`src/rtl/booth_mul_arbiter.sv`:
```
// Round-robin arbiter and sequencer sharing one 16x16 signed Booth multiplier among N clients.
// Each grant latches one operand pair, runs the multiplier load protocol, waits for done
// (bounded by a watchdog) and returns the product to the owner.
module booth_mul_arbiter #(
  parameter int unsigned N       = 4,
  parameter int unsigned TIMEOUT = 64,
  parameter int unsigned IDXW    = 2
) (
  input  logic              clk,
  input  logic              rst,
  input  logic [N-1:0]      req,
  input  logic [16*N-1:0]   req_mcand,
  input  logic [16*N-1:0]   req_mplier,
  output logic [N-1:0]      gnt,
  output logic [N-1:0]      rsp_valid,
  output logic [31:0]       rsp_product,
  output logic              rsp_err,
  output logic              busy,
  output logic [IDXW-1:0]   owner,
  output logic              mul_rst,
  output logic              mul_start,
  output logic [15:0]       mul_data,
  input  logic              mul_done,
  input  logic [31:0]       mul_product
);

  localparam int unsigned CntW = $clog2(TIMEOUT + 1);

  typedef enum logic [2:0] {StIdle, StClr, StLdMc, StLdMp, StWait, StResp} state_e;

  state_e          state_q, state_d;
  logic            phase_q, phase_d;  // second cycle of the two-cycle CLR / LD_MC states
  logic [CntW-1:0] cnt_q, cnt_d;
  logic [IDXW-1:0] ptr_q, ptr_d;
  logic [IDXW-1:0] owner_q, owner_d;
  logic [15:0]     mcand_q, mcand_d;
  logic [15:0]     mplier_q, mplier_d;
  logic [N-1:0]    gnt_q, gnt_d;
  logic [N-1:0]    rsp_valid_q, rsp_valid_d;
  logic [31:0]     rsp_product_q, rsp_product_d;
  logic            rsp_err_q, rsp_err_d;
  logic            busy_q, busy_d;
  logic            mul_rst_q, mul_rst_d;
  logic            mul_start_q, mul_start_d;
  logic [15:0]     mul_data_q, mul_data_d;

  logic            found;
  logic [IDXW-1:0] pick;
  logic [IDXW-1:0] cand;
  logic [IDXW:0]   cand_w;
  logic [15:0]     sel_mc, sel_mp;

  // Round-robin search: first set request at or above the pointer, wrapping modulo N.
  always_comb begin
    found  = 1'b0;
    pick   = '0;
    cand   = '0;
    cand_w = '0;
    for (int i = 0; i < int'(N); i++) begin
      cand_w = {1'b0, ptr_q} + (IDXW+1)'(i);
      if (cand_w >= (IDXW+1)'(N)) cand_w = cand_w - (IDXW+1)'(N);
      cand = cand_w[IDXW-1:0];
      if (!found && req[cand]) begin
        found = 1'b1;
        pick  = cand;
      end
    end
  end

  // Operand mux for the selected requester.
  always_comb begin
    sel_mc = '0;
    sel_mp = '0;
    for (int i = 0; i < int'(N); i++) begin
      if (pick == IDXW'(i)) begin
        sel_mc = req_mcand[16*i +: 16];
        sel_mp = req_mplier[16*i +: 16];
      end
    end
  end

  // Sequencer next state; outputs are decoded from the next state so they come out registered.
  always_comb begin
    state_d       = state_q;
    phase_d       = phase_q;
    cnt_d         = cnt_q;
    ptr_d         = ptr_q;
    owner_d       = owner_q;
    mcand_d       = mcand_q;
    mplier_d      = mplier_q;
    rsp_product_d = rsp_product_q;
    rsp_err_d     = rsp_err_q;
    gnt_d         = '0;

    case (state_q)
      StIdle: begin
        if (found) begin
          state_d  = StClr;
          phase_d  = 1'b0;
          owner_d  = pick;
          mcand_d  = sel_mc;
          mplier_d = sel_mp;
          gnt_d    = N'(1) << pick;
          ptr_d    = (pick == IDXW'(N - 1)) ? '0 : pick + 1'b1;
        end
      end
      StClr: begin
        phase_d = ~phase_q;
        if (phase_q) state_d = StLdMc;
      end
      StLdMc: begin
        phase_d = ~phase_q;
        if (phase_q) state_d = StLdMp;
      end
      StLdMp: begin
        state_d = StWait;
        cnt_d   = '0;
      end
      StWait: begin
        cnt_d = cnt_q + 1'b1;
        // done has priority over a watchdog expiry in the same cycle
        if (mul_done) begin
          state_d       = StResp;
          rsp_product_d = mul_product;
          rsp_err_d     = 1'b0;
        end else if (cnt_q == CntW'(TIMEOUT - 1)) begin
          state_d       = StResp;
          rsp_product_d = '0;
          rsp_err_d     = 1'b1;
        end
      end
      StResp: begin
        state_d = StIdle;
        cnt_d   = '0;
      end
      default: begin
        state_d = StIdle;
      end
    endcase

    busy_d      = (state_d != StIdle);
    mul_rst_d   = (state_d == StClr);
    mul_start_d = (state_d == StLdMc) || (state_d == StLdMp);
    rsp_valid_d = (state_d == StResp) ? (N'(1) << owner_d) : '0;
    case (state_d)
      StLdMc:                 mul_data_d = mcand_d;
      StLdMp, StWait, StResp: mul_data_d = mplier_d;
      default:                mul_data_d = '0;
    endcase
  end

  // State and output registers; reset also pulses mul_rst for one cycle.
  always_ff @(posedge clk) begin
    if (rst) begin
      state_q       <= StIdle;
      phase_q       <= 1'b0;
      cnt_q         <= '0;
      ptr_q         <= '0;
      owner_q       <= '0;
      mcand_q       <= '0;
      mplier_q      <= '0;
      gnt_q         <= '0;
      rsp_valid_q   <= '0;
      rsp_product_q <= '0;
      rsp_err_q     <= 1'b0;
      busy_q        <= 1'b0;
      mul_rst_q     <= 1'b1;
      mul_start_q   <= 1'b0;
      mul_data_q    <= '0;
    end else begin
      state_q       <= state_d;
      phase_q       <= phase_d;
      cnt_q         <= cnt_d;
      ptr_q         <= ptr_d;
      owner_q       <= owner_d;
      mcand_q       <= mcand_d;
      mplier_q      <= mplier_d;
      gnt_q         <= gnt_d;
      rsp_valid_q   <= rsp_valid_d;
      rsp_product_q <= rsp_product_d;
      rsp_err_q     <= rsp_err_d;
      busy_q        <= busy_d;
      mul_rst_q     <= mul_rst_d;
      mul_start_q   <= mul_start_d;
      mul_data_q    <= mul_data_d;
    end
  end

  assign gnt         = gnt_q;
  assign rsp_valid   = rsp_valid_q;
  assign rsp_product = rsp_product_q;
  assign rsp_err     = rsp_err_q;
  assign busy        = busy_q;
  assign owner       = owner_q;
  assign mul_rst     = mul_rst_q;
  assign mul_start   = mul_start_q;
  assign mul_data    = mul_data_q;

endmodule
```
`config.mk`:
```
export PLATFORM = sky130hd
export DESIGN_NAME = booth_mul_arbiter
export DESIGN_NICKNAME = d
export VERILOG_FILES = /design/src/rtl/booth_mul_arbiter.sv
export SDC_FILE = /design/constraint.sdc
export NUM_CORES = 1
export LEC_CHECK = 0
export CELL_PAD_IN_SITES_DETAIL_PLACEMENT = 1
export CELL_PAD_IN_SITES_GLOBAL_PLACEMENT = 1
export CORE_ASPECT_RATIO = 0.9
export CORE_MARGIN = 4
export CORE_UTILIZATION = 32
export DETAILED_ROUTE_END_ITERATION = 8
export GPL_ROUTABILITY_DRIVEN = 0
export PLACE_DENSITY_LB_ADDON = 0.05
export SLEW_MARGIN = 0
export SYNTH_ARGS = -nofsm -noshare
export SYNTH_HDL_FRONTEND = slang
export SYNTH_SLANG_ARGS = --single-unit
export TNS_END_PERCENT = 100
```
`constraint.sdc`:
```
create_clock -name clk -period 5.1 [get_ports clk]
set_input_delay 0.765 -clock clk [delete_from_list [all_inputs] [get_ports clk]]
set_output_delay 0.765 -clock clk [all_outputs]
set_load 0.02 [all_outputs]
```
==> results of run 1 <==
## synth_stat cells (2+ instances only)
cell type  number
a211oi_1        4
a21oi_1        43
a221oi_1       32
a22o_1         17
a22oi_1         2
a31oi_1         3
and3_1          3
buf_1           4
buf_2          13
clkbuf_1       40
dfxtp_1       107
ha_1            5
inv_1           2
inv_2           2
nand2_1        82
nand2b_1        6
nand3_1         2
nor2_1         43
nor2b_1        40
nor3_1         36
nor4_1          5
o21ai_0         9
o21ai_1        31
o21bai_1        2
o311a_1        32
o31a_1          2
o31ai_1         3
o41ai_1         2
or2_1           2
or3_1           2
## where the power goes
group          total, mW  switching [mW]  internal [mW]
registers          0.992          0.0663          0.926
logic              0.835           0.424          0.411
clock network      0.697           0.309          0.388
total               2.52           0.800           1.72
## state kept, by name, indices dropped and copies added, names as in the netlist
name	count
mplier_q	16
state_q	3
phase_q	1
rsp_product	32
mul_data	16
gnt	4
rsp_err	1
ptr_q	2
busy	1
rsp_valid	4
cnt_q	7
mul_start	1
owner	2
mul_rst	1
mcand_q	16
## kinds of logic after synthesis
group           Yosys count  synth area share
buf+inv                  61            0.0492
mux                       2           0.00427
compound gates          190             0.280
flops                   107             0.430
simple gates            230             0.224
fa+ha+maj                 5            0.0126
## routing by layer
| metal | vias to the layer above | wire (µm) |
|---|---|---|
| li1 | 2555 | - |
| met1 | 2565 | 8110 |
| met2 | 156 | 9450 |
| met3 | 29 | 1280 |
| met4 | 0 | 447 |
| met5 | - | 0 |
## area by class of cell
| class | instances | area (µm²) | share of cell area |
|---|---|---|---|
| well taps | 198 | 248 | 0.0322 |
| multi-input cells | 427 | 2610 | 0.339 |
| inverters | 4 | 15.0 | 0.00195 |
| clock inverters | 3 | 40.0 | 0.00521 |
| flip-flops and latches | 107 | 2140 | 0.279 |
| clock buffers | 11 | 243 | 0.0316 |
| repair buffers | 239 | 2390 | 0.311 |
## critical path, cell delays in order
cell	delay [ps]
clkdlybuf4s50_1	590
nand2b_1	140
a21oi_1	140
nor4_2	630
ha_1	560
buf_4	400
a221oi_1	150
o311a_1	360
nor3_1	180
## final timing paths
path	startpoint	end	slack (ps)	cells after the start
max reg2reg	ptr_q[1]	mcand_q[9]	2050	8
max	req[1]	mcand_q[9]	1440	9
min	mcand_q[15]	mul_data[15]	470	1
min reg2reg	mcand_q[15]	mul_data[15]	470	1
## cell usage in the layout, fill, tap and decap left out, types with 4 or more instances in the layout
master	synthesis	layout
a22o_1	17	17
nand2_1	82	82
nor3_1	36	36
clkdlybuf4s50_1	0	227
nor2_1	43	43
o311a_1	32	32
nand2b_1	6	6
clkbuf_16	0	9
dfxtp_1	107	107
nor2b_1	40	39
nor4_1	5	5
o21ai_0	9	9
o21ai_1	31	31
a21oi_1	43	43
buf_4	0	10
a211oi_1	4	4
a221oi_1	32	32
## metrics by stage
step	cells	area, µm²	worst slack, ps
after floorplan	595	4980	2160
after global placement	974	7380	1290
after detailed placement	974	7380	1120
after CTS	988	7660	1490
after global routing	989	7690	1210
final	989	7690	1440
==> results.cfg, run 1 <==
[clocking]
worstSkewPairLatency_ps = 350
cts_setup_buffers = 0
cts_tree = done
clock-sinks = 107
cts_root_buf = clkbuf_16
cts_resized = 0
cts_hold_buf = 0
cts_max_path_buffers = 2
clk_pin_slew_worst_paths_ps = 70
cts_buffers = 9
cts_max_level = 3

[logic_synthesis]
synth-edff-count = 0
syn-cell-area_um2 = 4980
yosys.area.top_type = dfxtp_1
syn_avg_cell_area_um2 = 8.37
postSynthNetCount = 767
synth_top_area_share = 0.430
yosysUniqueCellTypes = 49
synth.area.top_cells = dfxtp_1 (43%), o311a_1 (6.4%), nand2_1 (6.2%), a221oi_1 (5.6%), nor2b_1 (5.0%)
ys_seq_elements = 107
ys.flop_type = dfxtp_1
syn-instance-count = 595
async_flop_share = 0
yosysSeqAreaShare = 0.430
yosysWarningCount = 0

[placement]
port_buffers = 228
dpl.hpwl_mm = 13.9

[timing]
period_share = 0.718
setup_tns_ps = 0
worstMarginPinSlew_ps = 1060
fin_crit_ps = 3660
hold_slack_ps = 470
skew_ps = 6.73
slew_violations = 0
setup-violations-final = 0
finalHoldViolations = 0
rsz0062_at_grt = false
relSlewSlack = 0.294
timing.fmax_mhz = 273

[global_routing]
met1_usage = 0.266
grt_use_met3 = 0.0613
overflow = 0
antenna_found_initial = 0
grt_pass1_vias = 5666
grt_pass1_wl_mm = 30.5
grt_util_met2 = 0.365
grt_max_degree = 92
busiest_layer = met2
grtUsageTotal = 0.214

[critical_path]
cp-end-kind = flop
worstPathRequired_ps = 5360
crit_type = input port to flop
worstPathMaxFanout = 24
setup.worst_path.start_class = input port
cp.arrival_ps = 3930

[pwr]
p_per_area_nw_per_um2 = 328
vdd_drop_max_uv = 182
p_leak_nw = 2.70
power_mw = 2.52

[worst_hold_path]
hold_class = flop to flop

[die]
dieHeight_um = 126
die_area_um2 = 17600
dieWidth_um = 140
num_rows = 42
start_util = 0.333
num_io_pins = 229
core_area_um2 = 15000

[detailed_routing]
drt_iter0_markers = 270
remaining_drc_errors = 0
ant_nets = 0
wl_per_cell_um = 19.5
drt-pass1-iter-count = 4
wirelength_mm = 19.3
num_vias = 5305
vias_per_cell = 5.36

[finish]
fin_util = 0.514
drive_gt1_frac = 0.0518
n_antenna_cell = 0
fin_nets = 960
fillers = 1732
syn2layout_area_growth_pct = 54.4

[status]
outcome = finished clean

[job]
maxCapViolCount = 0
(Power assumes the default switching activity.)
==> run 2, diff against run 1 <==
Settings changed: CORE_UTILIZATION 32 to 27.
Clock period 5.1 ns to 3.1 ns, I/O delays scaled along.
==> run 2 against run 1 <==
Net effect: power up 74%; clock power grew 84%; setup slack lost 1400 ps; global-route usage shrank 3.0 points; sequential share of layout area down 0.87 points; sequential cell count stayed put; worst hold slack better by 5.7 ps; non-clock buffer count rose by 12; highest routed layer is now met5; combinational power up 77%; clock-buffer cell count decreased by 2; largest power group unchanged; core utilization decreased by 6.9 points; wire length is 3.2% higher.
==> results.cfg, run 2 (synthesized netlist as in run 1, its figures left out) <==
[critical_path]
crit_type = input port to flop
cp-end-kind = flop
r2r_cells = 9
setup.worst_path.start_class = input port
cp.arrival_ps = 3290
crit_start = req[2]
worstPathRequired_ps = 3370
timing.rr.end = mcand_q[12]
rrSetupSlack_ps = 380
r2r_start = ptr_q[1]
worstPathMaxFanout = 11

[pwr]
clock_power_share = 0.291
swShare = 0.320
p_per_area_nw_per_um2 = 553
vdd_drop_max_uv = 332
internal_power_mw = 2.99
p_leak_nw = 2.80
switchingPower_mw = 1.40
pwr-share-comb = 0.338
seq_power_share = 0.372

[die]
num_rows = 46
dieWidth_um = 151
num_io_pins = 229
dieHeight_um = 137
start_util = 0.279
core_area_um2 = 17800
die_area_um2 = 20700

[timing]
rsz0062_at_grt = true
setup_tns_ps = 0
setup-violations-final = 0
fin_crit_ps = 3020
skew_ps = 6.67
period_share = 0.974
timing.fmax_mhz = 331
worstMarginPinSlew_ps = 1060
finalHoldViolations = 0
hold_slack_ps = 476
slew_violations = 0
relSlewSlack = 0.295

[global_routing]
grt_max_degree = 92
antenna_found_initial = 1
overflow = 0
grtUsageTotal = 0.184
grt_pass1_vias = 5316
grt_pass1_wl_mm = 29.8

[clocking]
cts_max_path_buffers = 2
worstSkewPairLatency_ps = 350
clock-sinks = 107
cts_hold_buf = 0
cts_buffers = 9
cts_tree = done
cts_max_level = 3
clk_pin_slew_worst_paths_ps = 70
cts_setup_buffers = 0
cts_root_buf = clkbuf_16

[worst_hold_path]
hold_class = flop to flop
hold_path_startpoint = rsp_product[0]
min_to = rsp_product[0]
holdPathStages = 2

[detailed_routing]
wirelength_mm = 19.9
vias_per_cell = 5.09
drt_iter0_markers = 175
num_vias = 5328
drt-pass1-iter-count = 4
remaining_drc_errors = 0
wl_per_cell_um = 19.0
ant_nets = 0

[status]
outcome = finished clean

[placement]
port_buffers = 228
post_dp_cell_area_um2 = 7580
dpl.hpwl_mm = 14.1
placed_cells = 1029

[finish]
fin_nets = 973
fin_area_um2 = 7940
largest_reg_flops = 32
final-seq-area_um2 = 2140
layout_common_cells = clkdlybuf4s50_1 (227), dfxtp_1 (107), nand2_1 (82)
n_antenna_cell = 0
multi_input_area_um2 = 2630
final_cell_count_no_fill = 1046
final_common_cell = clkdlybuf4s50_1
fillers = 2040
syn2layout_area_growth_pct = 59.3
drive_gt1_frac = 0.0707

[job]
maxCapViolCount = 0
## run 2: layout make-up
class | count | area share
sequential | 107 | 0.270
inverter | 4 | 0.00189
tap | 240 | 0.0378
timing repair buffer | 251 | 0.317
clock buffer | 9 | 0.0284
multi-input combinational | 428 | 0.331
clock inverter | 7 | 0.0134
## run 2: worst max path at each step
| stage | end | cells after the start |
|---|---|---|
| finish | mcand_q[12] | 10 |
| global route | mplier_q[11] | 10 |
| CTS | mcand_q[15] | 11 |
| detailed placement | mcand_q[15] | 11 |
| global placement | mcand_q[0] | 10 |
| floorplan | mplier_q[5] | 13 |
## run 2: what timing repair did
item                                    in CTS  in global routing
gates resized for setup                      1                  2
gates cloned                                 0                  1
endpoints found under the setup margin      29                 29
## run 2: power groups by stage
stage                     clock (mW)  sequential (mW)  combinational [mW]
after global placement             0             1.66                1.42
final                           1.28             1.63                1.48
after CTS                       1.33             1.63                1.47
after floorplan                    0             1.65               0.848
after global routing            1.38             1.65                1.63
after detailed placement           0             1.66                1.46
## run 2: layer usage
| metal | track usage | wire [µm] | up-vias | share of wire |
|---|---|---|---|---|
| met5 | 0 | 13 | - | 0.00065 |
| met4 | 0.0443 | 385 | 2 | 0.019 |
| met3 | 0.0497 | 1270 | 25 | 0.064 |
| met2 | 0.290 | 9180 | 171 | 0.46 |
| met1 | 0.250 | 9060 | 2543 | 0.45 |
| li1 | - | - | 2587 | - |
## run 2: worst max-delay path: stages
cell             delay (ps)
clkdlybuf4s50_1         500
nor2b_1                 190
a221o_1                 340
and2_1                  170
inv_2                    80
ha_1                    230
nor2b_2                 640
a221oi_1                180
o311a_1                 320
nor3_1                  170
## run 2: per-stage QoR
stage	worst slack, ps	total power [mW]	util
6_report	81.3	4.39	0.445
5_1_grt	-9.74	4.66	0.445
4_1_cts	58.7	4.43	0.444
2_1_floorplan	461	2.49	-
3_3_place_gp	-604	3.09	0.425
3_5_place_dp	-697	3.12	0.425
